[src/rtl/stitch_shell_pkg.sv]
// Shared types and width helpers for the stitched-pipeline receive shell.
package stitch_shell_pkg;

  localparam int RESULT_W_DEF = 32;

  typedef logic [RESULT_W_DEF-1:0] result_t;

  // Count registers must hold 0..DEPTH inclusive.
  function automatic int occ_width(input int depth);
    return $clog2(depth + 1);
  endfunction

  function automatic int credit_width(input int depth);
    return $clog2(depth + 1);
  endfunction

endpackage

[src/rtl/stitch_result_fifo.sv]
// Synchronous result FIFO: head read from registered storage, wrap-around pointers
// for any DEPTH, sticky overflow when a push hits a full queue with no pop.
module stitch_result_fifo
  import stitch_shell_pkg::*;
#(
  parameter int DATA_W = 32,
  parameter int DEPTH  = 4,
  parameter int CNT_W  = occ_width(DEPTH)
) (
  input  logic              clk,
  input  logic              rst,
  input  logic              push_i,
  input  logic [DATA_W-1:0] push_data_i,
  input  logic              pop_i,
  output logic [DATA_W-1:0] head_o,
  output logic              empty_o,
  output logic              full_o,
  output logic [CNT_W-1:0]  count_o,
  output logic              overflow_o
);

  localparam int PTR_W = (DEPTH > 1) ? $clog2(DEPTH) : 1;

  logic [DATA_W-1:0] mem_q [DEPTH];
  logic [PTR_W-1:0]  rd_ptr_q, rd_ptr_d;
  logic [PTR_W-1:0]  wr_ptr_q, wr_ptr_d;
  logic [CNT_W-1:0]  count_q, count_d;
  logic              overflow_q, overflow_d;
  logic              pop_ok, push_ok;

  function automatic logic [PTR_W-1:0] next_ptr(input logic [PTR_W-1:0] p);
    return (p == PTR_W'(DEPTH - 1)) ? '0 : p + 1'b1;
  endfunction

  assign empty_o    = (count_q == '0);
  assign full_o     = (count_q == CNT_W'(DEPTH));
  assign pop_ok     = pop_i && !empty_o;
  // A push into a full queue is legal only when the head leaves in the same cycle.
  assign push_ok    = push_i && (!full_o || pop_ok);
  assign head_o     = mem_q[rd_ptr_q];
  assign count_o    = count_q;
  assign overflow_o = overflow_q;

  always_comb begin
    rd_ptr_d   = pop_ok  ? next_ptr(rd_ptr_q) : rd_ptr_q;
    wr_ptr_d   = push_ok ? next_ptr(wr_ptr_q) : wr_ptr_q;
    count_d    = count_q;
    case ({push_ok, pop_ok})
      2'b10:   count_d = count_q + 1'b1;
      2'b01:   count_d = count_q - 1'b1;
      default: count_d = count_q;
    endcase
    overflow_d = overflow_q | (push_i && !push_ok);
  end

  always_ff @(posedge clk or posedge rst) begin
    if (rst) begin
      rd_ptr_q   <= '0;
      wr_ptr_q   <= '0;
      count_q    <= '0;
      overflow_q <= 1'b0;
    end else begin
      rd_ptr_q   <= rd_ptr_d;
      wr_ptr_q   <= wr_ptr_d;
      count_q    <= count_d;
      overflow_q <= overflow_d;
    end
  end

  always_ff @(posedge clk) begin
    if (push_ok) begin
      mem_q[wr_ptr_q] <= push_data_i;
    end
  end

endmodule

[src/rtl/stitch_pipeline_output_receiver.sv]
// Receive shell for a clk-only stitched pipeline: credit admission, valid tracking
// matched to pipeline latency, and an elastic result FIFO with ready/valid output.
module stitch_pipeline_output_receiver
  import stitch_shell_pkg::*;
#(
  parameter int DATA_W  = 32,
  parameter int LATENCY = 2,
  parameter int DEPTH   = 4
) (
  input  logic                         clk,
  input  logic                         rst,
  input  logic                         in_valid_i,
  output logic                         in_ready_o,
  output logic                         pipe_launch_o,
  input  logic [DATA_W-1:0]            pipe_out_i,
  output logic                         out_valid_o,
  input  logic                         out_ready_i,
  output logic [DATA_W-1:0]            out_data_o,
  output logic [occ_width(DEPTH)-1:0]  occupancy_o,
  output logic                         overflow_err_o
);

  localparam int CNT_W = occ_width(DEPTH);
  localparam int CRD_W = credit_width(DEPTH);

  logic [CRD_W-1:0]   credits_q, credits_d;
  logic [LATENCY-1:0] vld_q, vld_d;
  logic               pop;
  logic               fifo_empty;
  logic               fifo_full;

  // Ready depends only on registered credits, never on out_ready or in_valid.
  assign in_ready_o    = (credits_q != '0);
  assign pipe_launch_o = in_valid_i && in_ready_o;
  assign out_valid_o   = !fifo_empty;
  assign pop           = out_valid_o && out_ready_i;

  always_comb begin
    credits_d = credits_q;
    case ({pipe_launch_o, pop})
      2'b10:   credits_d = credits_q - 1'b1;
      2'b01:   credits_d = (credits_q == CRD_W'(DEPTH)) ? credits_q : credits_q + 1'b1;
      default: credits_d = credits_q;
    endcase
    vld_d    = vld_q << 1;
    vld_d[0] = pipe_launch_o;
  end

  always_ff @(posedge clk or posedge rst) begin
    if (rst) begin
      credits_q <= CRD_W'(DEPTH);
      vld_q     <= '0;
    end else begin
      credits_q <= credits_d;
      vld_q     <= vld_d;
    end
  end

  stitch_result_fifo #(
    .DATA_W (DATA_W),
    .DEPTH  (DEPTH),
    .CNT_W  (CNT_W)
  ) u_fifo (
    .clk         (clk),
    .rst         (rst),
    .push_i      (vld_q[LATENCY-1]),
    .push_data_i (pipe_out_i),
    .pop_i       (out_ready_i),
    .head_o      (out_data_o),
    .empty_o     (fifo_empty),
    .full_o      (fifo_full),
    .count_o     (occupancy_o),
    .overflow_o  (overflow_err_o)
  );

  logic unused_full;
  assign unused_full = fifo_full;

endmodule
[config.mk]
export PLATFORM = sky130hd
export DESIGN_NAME = stitch_pipeline_output_receiver
export DESIGN_NICKNAME = d
export VERILOG_FILES = /design/src/rtl/stitch_shell_pkg.sv /design/src/rtl/stitch_result_fifo.sv /design/src/rtl/stitch_pipeline_output_receiver.sv
export SDC_FILE = /design/constraint.sdc
export NUM_CORES = 1
export LEC_CHECK = 0
export CAP_MARGIN = 20
export CORE_MARGIN = 5
export CORE_UTILIZATION = 53
export DETAILED_ROUTE_END_ITERATION = 10
export PLACE_DENSITY = 0.77
export SLEW_MARGIN = 20
export SYNTH_ARGS = -nofsm -noshare
export SYNTH_HDL_FRONTEND = slang
export SYNTH_HIERARCHICAL = 1
export SYNTH_SLANG_ARGS = --single-unit
[constraint.sdc]
create_clock -name clk -period 3.1 [get_ports clk]
set_input_delay 0.62 -clock clk [delete_from_list [all_inputs] [get_ports clk]]
set_output_delay 0.62 -clock clk [all_outputs]
set_load 0.05 [all_outputs]
* After elaboration in Yosys (flattened, before gate mapping) *
Memory sizes are Yosys's and may differ from the RTL's.
Cells that the tools add are included.

cells by class
  add/sub/neg operators = 6
  eq/ne operators = 9
  mux-type cells = 7
  bitwise gates (word level) = 1
  reduce and logical (&&, ||, !) cells = 13

operators by type and width
  kind                 count
  $pmux 3 s2           2
  $eq 2x2->1 const B   4
  $add 3x1->3 const B  2
  $eq 3x3->1 const B   2
  $sub 3x1->3 const B  2
  $add 2x1->2 const B  2
  $eq 2x1->1 const B   2
  $logic_and 1x1->1    4
  $mux 2               2
  $reduce_bool 2->1    2
  $logic_not 1->1      3
  $logic_not 3->1      1
  $mux 3               1
  $reduce_bool 3->1    1
  $mux 1               2
  $ne 2x2->1 const B   1
  $reduce_and 2->1     1
  $logic_or 1x1->1     1
  $or 1x1->1           1

word-level totals
  bits in registers = 13
  RAM bits = 128
  bits of input ports = 36
  output and inout port bits = 39
  word-level logic and storage cells = 43
  memories = 1

memories
  name          words  bits a word  rd ports  clocked after Yosys merged registers in  write ports  RTL line                  source
  u_fifo.mem_q  4      32           1         0                                        1            stitch_result_fifo.sv:24  logic [DATA_W-1:0] mem_q [DEPTH];

* Depth between registers and ports, before layout *
Gate-level depths: netlist of the first run.

  depth after elaboration = 8
  depth in mapped cells = 8
  mapped depth without buffers = 7

* By module *
The synthesis of the first run kept the hierarchy.

modules (own cells, without submodules)
  module                           instances  cells each  area an instance (um2)  sequential area each (um2)
  stitch_result_fifo               1          224         5196.2                  4043.9
  stitch_pipeline_output_receiver  1          36          390.4                   126.4

* Worst setup path after synthesis of the first run *
No wires, ideal clock.

  kind = reg-to-reg
  from = register u_fifo.count_q[0], in the netlist u_fifo/count_o[0]
  to = register credits_q[1]
  library setup time = 0.134 ns
  data arrival time = 2.536 ns
  data required time = 2.966 ns
  setup slack = 0.430 ns
  stages on the path, launching flop included = 9
  path buffers = 1
  period minus slack after synthesis = 2.670 ns
  cells stage by stage = dfrtp_1 > buf_6 > nor3_1 > nor2b_1 > nand2b_4 > fa_1 > and4b_1 > a21oi_1 > o211ai_1

between the ends
  elaborated cells between the ends (all ways) = 9
  classes of those cells = 3 x eq/ne; 1 x mux; 5 x reduce/logical

RTL lines
  element                                   RTL line                               source
  start: declaration                        stitch_result_fifo.sv:27               logic [CNT_W-1:0] count_q, count_d;
  start signal: assignment                  stitch_result_fifo.sv:65               count_q <= count_d;
  $logic_not 3->1 (*)                       stitch_result_fifo.sv:35               assign empty_o = (count_q == '0);
  net fifo_empty                            stitch_pipeline_output_receiver.sv:29  logic fifo_empty;
  $logic_not 1->1 (*)                       stitch_pipeline_output_receiver.sv:35  assign out_valid_o = !fifo_empty;
  $logic_and 1x1->1 (*)                     stitch_pipeline_output_receiver.sv:36  assign pop = out_valid_o && out_ready_i;
  $eq 2x1->1 or $eq 2x2->1 (tied branches)  stitch_pipeline_output_receiver.sv:40  case ({pipe_launch_o, pop})
  $pmux 3 s2 (*)                            stitch_pipeline_output_receiver.sv:40
  net credits_d[1]                          stitch_pipeline_output_receiver.sv:26  logic [CRD_W-1:0] credits_q, credits_d;
  end signal: assignment                    stitch_pipeline_output_receiver.sv:51  credits_q <= CRD_W'(DEPTH);
  end signal: assignment                    stitch_pipeline_output_receiver.sv:54  credits_q <= credits_d;
  end: declaration                          stitch_pipeline_output_receiver.sv:26

Mark *: on every way through the listed nets, which the timed path passes. The rest lies on a longest branch.
A chain may end at the register's enable or synchronous reset.

* Final worst setup path of the first run *
  from = register u_fifo.rd_ptr_q[0]
  to = output port out_data_o[30]

between the ends
  longest elaborated chain between the ends = 1

RTL lines
  element                   RTL line                               source
  start: declaration        stitch_result_fifo.sv:25               logic [PTR_W-1:0] rd_ptr_q, rd_ptr_d;
  start signal: assignment  stitch_result_fifo.sv:63               rd_ptr_q <= rd_ptr_d;
  $mem_v2 4x32              --
  end: declaration          stitch_pipeline_output_receiver.sv:18  output logic [DATA_W-1:0] out_data_o,

No other way between the ends.

==> results of run 1 <==
## power by group through the flow
stage	registers, mW	logic (mW)	clock network, mW
2_1_floorplan	2.80	2.38	0
3_3_place_gp	2.82	4.12	0
3_5_place_dp	2.86	4.18	0
4_1_cts	2.84	4.22	1.85
5_1_grt	2.88	4.36	1.95
6_report	2.84	4.17	1.82
## worst min path at each step
stage                         from        to
final                          rst  vld_q[0]
after CTS                      rst  vld_q[0]
after global routing           rst  vld_q[1]
after global placement    vld_q[0]  vld_q[1]
after floorplan           vld_q[0]  vld_q[1]
after detailed placement  vld_q[0]  vld_q[1]
## synthesized netlist by cell type, types with 2 or more instances
cell type  instances  share of area, %
nor4bb_1           2              0.36
inv_1              8              0.54
mux4_2            32                13
a21oi_1            2              0.18
nand2b_1           2              0.22
dfrtp_1           12               5.4
o21ba_2            2              0.36
o21ai_0            2              0.18
buf_2              6              0.54
nand3b_1           2              0.27
nand2b_4           2              0.49
nor2_1             3              0.20
nor4b_1            2              0.31
nand3_1            2              0.18
o211ai_1           3              0.40
edfxtp_1         128                69
and2_1             4              0.45
xor2_1             2              0.31
buf_4              4              0.54
mux2_2             4              0.81
ha_1               5               1.1
nor2b_1            3              0.34
fa_1               2              0.72
## area by class of cell
type                       instances  area, um2
clock buffer                      17        414
inverter                           8       30.0
multi-input combinational         99       1320
tap                              136        170
timing repair buffer              86       1210
sequential                       141       4170
fill                             597       2890
clock inverter                    15        124
## state kept, by name, indices dropped and copies added (netlist names)
name / count
credits_q: 3
u_fifo/rd_ptr_q: 2
u_fifo/mem_q: 128
u_fifo/count_o: 3
u_fifo/overflow_o: 1
vld_q: 2
u_fifo/wr_ptr_q: 2
## metal layers
metal	routed length [um]	part of all wire, %	global-route usage (%)
met1	4370	40	24.5
met2	5710	52	30.1
met3	819	7.4	6.68
met4	120	1.1	5.85
met5	0	0	0
## critical path, cell delays in order, from the launching register on
cell and delay [ns]:
dfrtp_2 0.60, buf_12 0.29, mux4_2 0.62, buf_12 0.19
## kinds of logic (layout without fill, tap and decap cells)
group / count (synthesis) / count (layout) / share of synthesized area [%]
AOI/OAI and AO/OA: 20 / 20 / 2.87
xor gates and xnor gates: 3 / 3 / 0.470
buffers and inverters: 20 / 126 / 1.88
DFF: 141 / 141 / 74.6
and+or+nand+nor: 33 / 33 / 4.59
muxes: 36 / 36 / 13.7
adders and majority gates: 7 / 7 / 1.84
==> impl_results.md, run 1 <==
- Initial antenna violation count: 0
- Number of nets in the layout: 396
- CP Capture Type: output pin
- Hold WS: 0.344 ns
- Mapped Area: 5590 um2
- Hold Vio Cnt, Final: 0
- Post-synthesis sequential area ratio: 74.6%
- DP Area: 6900 um2
- Share of cells above drive strength 1: 34.4%
- Total number of H-tree levels: 4
- DP Wirelength: 6.57 mm
- Clock root buffer: clkbuf_8
- Post-route ant nets: 0
- Final std cells w/o fill: 502
- MaxCap Viol Count: 0
- FF-to-FF path depth: 7
- Wire per inst: 21.9 um
- Residual DRC: 0
- Synth Area per Inst: 21.5 um2
- Peak supply drop: 617 uV
- DRT iter0 DRCs: 197
- Number of setup violations in the final report: 0
- Crit Reg-Reg Startpoint: credits_q[0]
- Overall Power: 8.83 mW
- Slew HR: 56.4%
- Syn nets: 303
- Sequential Power Share: 32.1%
- Ys async rst share: 9.22%
- Highest-count cells in the layout ignoring fill and taps: edfxtp_1 (128), clkdlybuf4s50_1 (41), buf_12 (37)
- Unique masters post-synth: 49
- Switching Fraction: 36.8%
- Vias in the first global route: 3106
- Full die area: 12700 um2
- RSZ-0062 raised after global routing: no
- Clk_lat worst skew: 0.52 ns
- Max FO, Critical Path: 25
- Reg2reg setup slack: 0.84 ns
- Pwr per Cell Area: 1190 nW/um2
- Pins Over Slew Limit: 0
- Final core occ: 72.0%
- Post-synth EDFFs: 128
- Synth warnings: 6
- Fmax: 351 MHz
- Critical Path AT: 2.23 ns
- Antenna cells: 0
- Total leakage power: 2.58 nW
- CTS hold repair buffers: 0
- Reg2Reg Capture Point: credits_q[1]
- Drt first pass iters: 4
- Tot GR Track Use: 18.8%
- CTS tree: done
- Startpoint types: flip-flop
- Primary FF master, synth: edfxtp_1
- Period utilization: 91.9%
- Die Span X: 113 um
- CTS Sinks: 141
- Gate Count Post-Synth: 260
- Sw Pwr: 3.25 mW
- Row Count: 37
- Placed insts: 470
- Kind of critical path: flip-flop to output pin
- Reg clk slew, reported paths: 0.06 ns
- Post CTS Setup Buffer Count: 0
- Post-cts gate resize count: 0
- Run status: complete, no violations
- Clock power share: 20.6%
- FF+latch count, synth: 141
- Clock buffer depth: 2
- Crit path required time: 2.48 ns
- Placer congestion estimate: 0.765
- Pin count of the biggest net entering global routing: 26
- Port Buffers: 74
- Clock period minus worst slack: 2.85 ns
- Worst-Margin Slew: 0.654 ns
- Commonest non-fill, non-tap cell in the layout: edfxtp_1
- CP Launch Point: u_fifo/rd_ptr_q[0]
- Via count: 2861
- Initial core utilization: 54.1%
- Num CTS Buffers: 17
- Vias per std cell: 5.70
- Skew final: 0.00873 ns
- Layout area overhead: 33.1%
- Top-level I/O count: 75
- Final worst-path setup slack: 0.251 ns
- Pint: 5.58 mW
- Design Area, Final: 7440 um2
- Fin Setup TNS: 0 ns
- Die Height: 113 um
- Core area: 10300 um2
- Total wire length: 11.0 mm
- Setup crit end: out_data_o[30]
- First-pass GRT wire length: 17.5 mm
- Dpl ws: 0.384 ns
- Grt ovf: 0
- Comb pwr share: 47.3%
- Type of the most critical hold path: input port to async pin
(Power assumes the default switching activity.)
==> run 2: changes to the inputs <==
--- a/config.mk
+++ b/config.mk
@@ -10,6 +10,7 @@
 export CORE_UTILIZATION = 53
 export DETAILED_ROUTE_END_ITERATION = 10
 export PLACE_DENSITY = 0.77
+export REMOVE_ABC_BUFFERS = 1
 export SLEW_MARGIN = 20
 export SYNTH_ARGS = -nofsm -noshare
 export SYNTH_HDL_FRONTEND = slang
==> run 2 against run 1 <==
- utilization is 0.18 points higher
- sequential share of layout area is 0.14 points lower
- register-to-register slack worse by 0.05 ns
- setup slack better by 0.033 ns
- worst hold slack worse by 0.0018 ns
- final area is 0.25% higher
- sequential power hardly changed
- via count is 0.31% higher
- non-clock buffer count is 2 higher
- clock power is 11% higher
- die area stayed put
- wire length is 0.75% lower
- critical path type unchanged
- largest cell class unchanged
- largest power group unchanged
==> impl_results.md, run 2 (same netlist as run 1, synthesis figures left out) <==
- Reg clk slew, reported paths: 0.06 ns
- Period utilization: 90.8%
- Filler Cell Count: 602
- Reg2reg setup slack: 0.79 ns
- Post-route ant nets: 0
- Fmax: 355 MHz
- Fin Setup TNS: 0 ns
- Core area: 10300 um2
- Clock period minus worst slack: 2.82 ns
- DRT iter0 DRCs: 221
- Hold Vio Cnt, Final: 0
- MaxCap Viol Count: 0
- Tot GR Track Use: 18.6%
- Peak supply drop: 628 uV
- Pin count of the biggest net entering global routing: 30
- Crit Reg-Reg Startpoint: credits_q[0]
- CP Launch Point: u_fifo/count_o[0]
- Max reg flops: 128
- Layout area overhead: 33.5%
- Final core occ: 72.2%
- Die Height: 113 um
- Antenna cells: 0
- Top reg by flops: u_fifo/mem_q
- Total wire length: 10.9 mm
- Placer congestion estimate: 0.764
- Number of setup violations in the final report: 0
- Vias in the first global route: 3092
- Clk_lat worst skew: 0.51 ns
- Via count: 2870
- Initial core utilization: 54.1%
- Max FO, Critical Path: 11
- Share of cells above drive strength 1: 34.1%
- FF-to-FF path depth: 7
- Seq. cell area: 4170 um2
- Post CTS Setup Buffer Count: 0
- CTS Sinks: 141
- Clock buffer depth: 2
- Die Span X: 113 um
- Number of nets in the layout: 398
- CTS hold repair buffers: 0
- Initial antenna violation count: 0
- Wire per inst: 21.7 um
- Startpoint types: flip-flop
- CP Capture Type: output pin
- Critical Path AT: 2.20 ns
- Total number of H-tree levels: 4
- Kind of critical path: flip-flop to output pin
- Pwr per Cell Area: 1200 nW/um2
- Row Count: 37
- Full die area: 12700 um2
- Setup crit end: out_valid_o
- DP Wirelength: 6.41 mm
- Residual DRC: 0
- Hold WS: 0.342 ns
- Skew final: 0.00531 ns
- Clock root buffer: clkbuf_8
- Crit path required time: 2.48 ns
- First-pass GRT wire length: 17.6 mm
- Top-level I/O count: 75
- Pins Over Slew Limit: 0
- CTS tree: done
- Num CTS Buffers: 17
- Type of the most critical hold path: input port to async pin
- Commonest non-fill, non-tap cell in the layout: edfxtp_1
- Total leakage power: 2.60 nW
- Worst-Margin Slew: 0.506 ns
- Post-cts gate resize count: 0
- Port Buffers: 74
- Grt ovf: 0
- Drt first pass iters: 4
- Placed insts: 472
- Run status: complete, no violations
- Final std cells w/o fill: 503
- Slew HR: 66.2%
- RSZ-0062 raised after global routing: no
- Highest-count cells in the layout ignoring fill and taps: edfxtp_1 (128), clkdlybuf4s50_1 (41), buf_12 (33)
- Reg2Reg Capture Point: credits_q[1]
- Area of the multi-input gates: 1320 um2
- Vias per std cell: 5.71
-- run 2: cell types whose count changed in the layout (fill, tap and decap cells not counted), sizes merged --
cell,previous run,this run
buf,45,47
inv,10,8
clkinvlp,3,2
clkinv,9,7
clkbuf,17,18
bufinv,1,4
-- run 2: worst max-delay path, cell delays in order, from the launching register on --
cell and delay, ns:
dfrtp_1 0.54, nor3_1 0.11, buf_4 0.18, inv_1 0.06
clkdlybuf4s50_1 0.79
-- run 2: per-stage QoR --
step	power [mW]	setup WS, ns	area (um2)
finish	8.97	0.284	7460
global route	9.34	0.168	7460
CTS	9.06	0.255	7460
detailed placement	6.99	0.224	6860
global placement	6.90	0.315	6860
floorplan	5.11	0.244	5510
-- run 2: worst min-delay path by stage --
stage / end / slack (ns) / cells after the start
after CTS: vld_q[0] / 0.32 / 2
after global routing: vld_q[0] / 0.32 / 2
final: credits_q[0] / 0.34 / 2
after floorplan: vld_q[1] / 0.33 / 0
after detailed placement: vld_q[1] / 0.34 / 0
after global placement: vld_q[1] / 0.34 / 0
-- run 2: metal layers --
metal  share of wire (%)  GRT usage (%)  vias to the layer above  wire length (um)
met1                  40           23.9                     1480              4420
met5                   0              0                        -                 0
met3                 6.2           5.50                       17               683
li1                    -              -                     1264                 -
met4                 1.5           7.21                        0               167
met2                  52           30.2                      109              5660
-- run 2: power breakdown --
part	internal [mW]	leakage (nW)	switching, mW
Sequential	2.54	1.32	0.266
Combinational	1.95	0.995	2.19
Clock	1.29	0.283	0.733
Total	5.78	2.60	3.19
-- run 2: area by class of cell --
| cell class | count | share of cell area (%) |
|---|---|---|
| tap | 136 | 2.28 |
| clock inverter | 13 | 2.33 |
| multi-input combinational | 99 | 17.7 |
| sequential | 141 | 55.9 |
| clock buffer | 18 | 5.60 |
| inverter | 8 | 0.403 |
| timing repair buffer | 88 | 15.8 |
==> run 3: changes to the inputs <==
--- a/config.mk
+++ b/config.mk
@@ -9,8 +9,10 @@
 export CORE_MARGIN = 5
 export CORE_UTILIZATION = 53
 export DETAILED_ROUTE_END_ITERATION = 10
+export GPL_TIMING_DRIVEN = 0
 export PLACE_DENSITY = 0.77
 export REMOVE_ABC_BUFFERS = 1
+export SKIP_CTS_REPAIR_TIMING = 1
 export SLEW_MARGIN = 20
 export SYNTH_ARGS = -nofsm -noshare
 export SYNTH_HDL_FRONTEND = slang
==> run 3 against run 2 <==
- global-route usage shrank 2.1 points
- sequential share of layout area up 2.5 points
- highest routed layer unchanged
- final area down 4.1%
- clock-buffer cell count down 1
- wire length shrank 9.3%
- clock skew is 0.0022 ns higher
- clock power fell by 11%
- via count shrank 2.9%
- flip-flop and latch count stayed put
- combinational power decreased by 17%
- total power down 10%
==> impl_results.md, run 3 (same netlist as run 1, synthesis figures left out) <==
- Grt ovf: 0
- Antenna cells: 0
- CTS Sinks: 141
- CP Capture Type: output pin
- Placed insts: 463
- MaxCap Viol Count: 0
- CP Launch Point: u_fifo/rd_ptr_q[0]
- Critical Path AT: 2.41 ns
- Row Count: 37
- Buf/Inv on CP: 2
- Commonest non-fill, non-tap cell in the layout: edfxtp_1
- Total number of H-tree levels: 4
- Worst-Margin Slew: 0.754 ns
- Hold WS: 0.342 ns
- Slew HR: 49.6%
- Pwr per Cell Area: 1120 nW/um2
- Top reg by flops: u_fifo/mem_q
- DRT iter0 DRCs: 167
- Design Area, Final: 7150 um2
- Number of setup violations in the final report: 0
- DP Wirelength: 5.91 mm
- First-pass GRT wire length: 15.8 mm
- CP top delay family: buffers and inverters
- Final core occ: 69.2%
- Dpl ws: -0.0881 ns
- Initial core utilization: 54.1%
- Tot GR Track Use: 16.5%
- Number of nets in the layout: 391
- Startpoint types: flip-flop
- Pin count of the biggest net entering global routing: 36
- Num CTS Buffers: 17
- Cells along the critical path: buf_12 > mux4_2 > clkdlybuf4s50_1
- Switching Fraction: 38.3%
- Setup crit end: out_data_o[7]
- Reg clk slew, reported paths: 0.06 ns
- Via count: 2787
- Crit path required time: 2.48 ns
- Clock period minus worst slack: 3.03 ns
- Overall Power: 8.03 mW
- Max FO, Critical Path: 18
- Sw Pwr: 3.08 mW
- Max reg flops: 128
- Largest stage delay, worst path: 0.72 ns
- Fin Setup TNS: 0 ns
- Core area: 10300 um2
- Hold Vio Cnt, Final: 0
- Fmax: 330 MHz
- Type of the most critical hold path: input port to async pin
- Highest-count cells in the layout ignoring fill and taps: edfxtp_1 (128), clkdlybuf4s50_1 (69), mux4_2 (32)
- Drt first pass iters: 4
- Clock power share: 22.3%
- Die Span X: 113 um
- Vias per std cell: 5.61
- Clock root buffer: clkbuf_8
- FF-to-FF path depth: 7
- Full die area: 12700 um2
- Top-level I/O count: 75
- Peak supply drop: 709 uV
- Clk_lat worst skew: 0.50 ns
- Crit Reg-Reg Startpoint: u_fifo/count_o[0]
- Pint: 4.96 mW
- Residual DRC: 0
- Pins Over Slew Limit: 0
- Total leakage power: 2.43 nW
- Slowest CP cell: clkdlybuf4s50_1
- Final std cells w/o fill: 497
- Comb pwr share: 42.6%
- Skew final: 0.00747 ns
- Share of cells above drive strength 1: 25.2%
- Vias in the first global route: 2961
- Reg2reg setup slack: 0.83 ns
- Clock buffer depth: 2
- Period utilization: 97.6%
- CTS tree: done
- Initial antenna violation count: 0
- Layout area overhead: 28.0%
- Wire per inst: 20.0 um
- Reg2Reg Capture Point: credits_q[1]
- WP depth: 3
- Run status: complete, no violations
- Post-route ant nets: 0
- Die Height: 113 um
- DP Area: 6540 um2
- Placer congestion estimate: 0.732
- Sequential Power Share: 35.1%
- Final worst-path setup slack: 0.0734 ns
- Port Buffers: 74
- Total wire length: 9.92 mm
- Kind of critical path: flip-flop to output pin
run 3: cell count changes in the layout (fill, tap and decap cells not counted), moves of 2 or more:
cell             change
clkdlybuf4s50_1     +28
clkinv_1             -2
clkinv_2             -2
buf_4               -14
inv_6                +5
dfrtp_4              +2
dlymetal6s2s_1       +5
buf_12              -27
clkinv_4             +2
bufinv_16            -4
inv_8                +2
run 3: cell type report:
class,count,area [um2]
sequential,141,4180
clock inverter,15,128
tap,136,170
multi-input combinational,99,1330
inverter,8,30.0
fill,620,3180
timing repair buffer,81,901
clock buffer,17,414
run 3: power by group through the flow:
stage          sequential [mW]  clock, mW  combinational (mW)
3_5_place_dp              2.96          0                3.25
5_1_grt                   2.86       1.93                3.61
3_3_place_gp              2.99          0                3.08
2_1_floorplan             2.96          0                2.15
4_1_cts                   2.93       1.83                3.28
6_report                  2.82       1.79                3.42
run 3: per-layer routing:
metal  global-route usage, %  part of all wire [%]
met3                    5.23                   5.3
met2                    28.1                    53
met1                    20.3                    41
met4                    5.29                  0.62
met5                       0                     0
run 3: worst min-delay path by stage:
stage	from	end	slack [ns]	depth (start not counted)
2_1_floorplan	vld_q[0]	vld_q[1]	0.33	0
4_1_cts	rst	vld_q[0]	0.32	2
5_1_grt	rst	vld_q[1]	0.35	2
3_5_place_dp	vld_q[0]	vld_q[1]	0.35	0
3_3_place_gp	vld_q[0]	vld_q[1]	0.34	0
6_report	rst	vld_q[0]	0.34	2
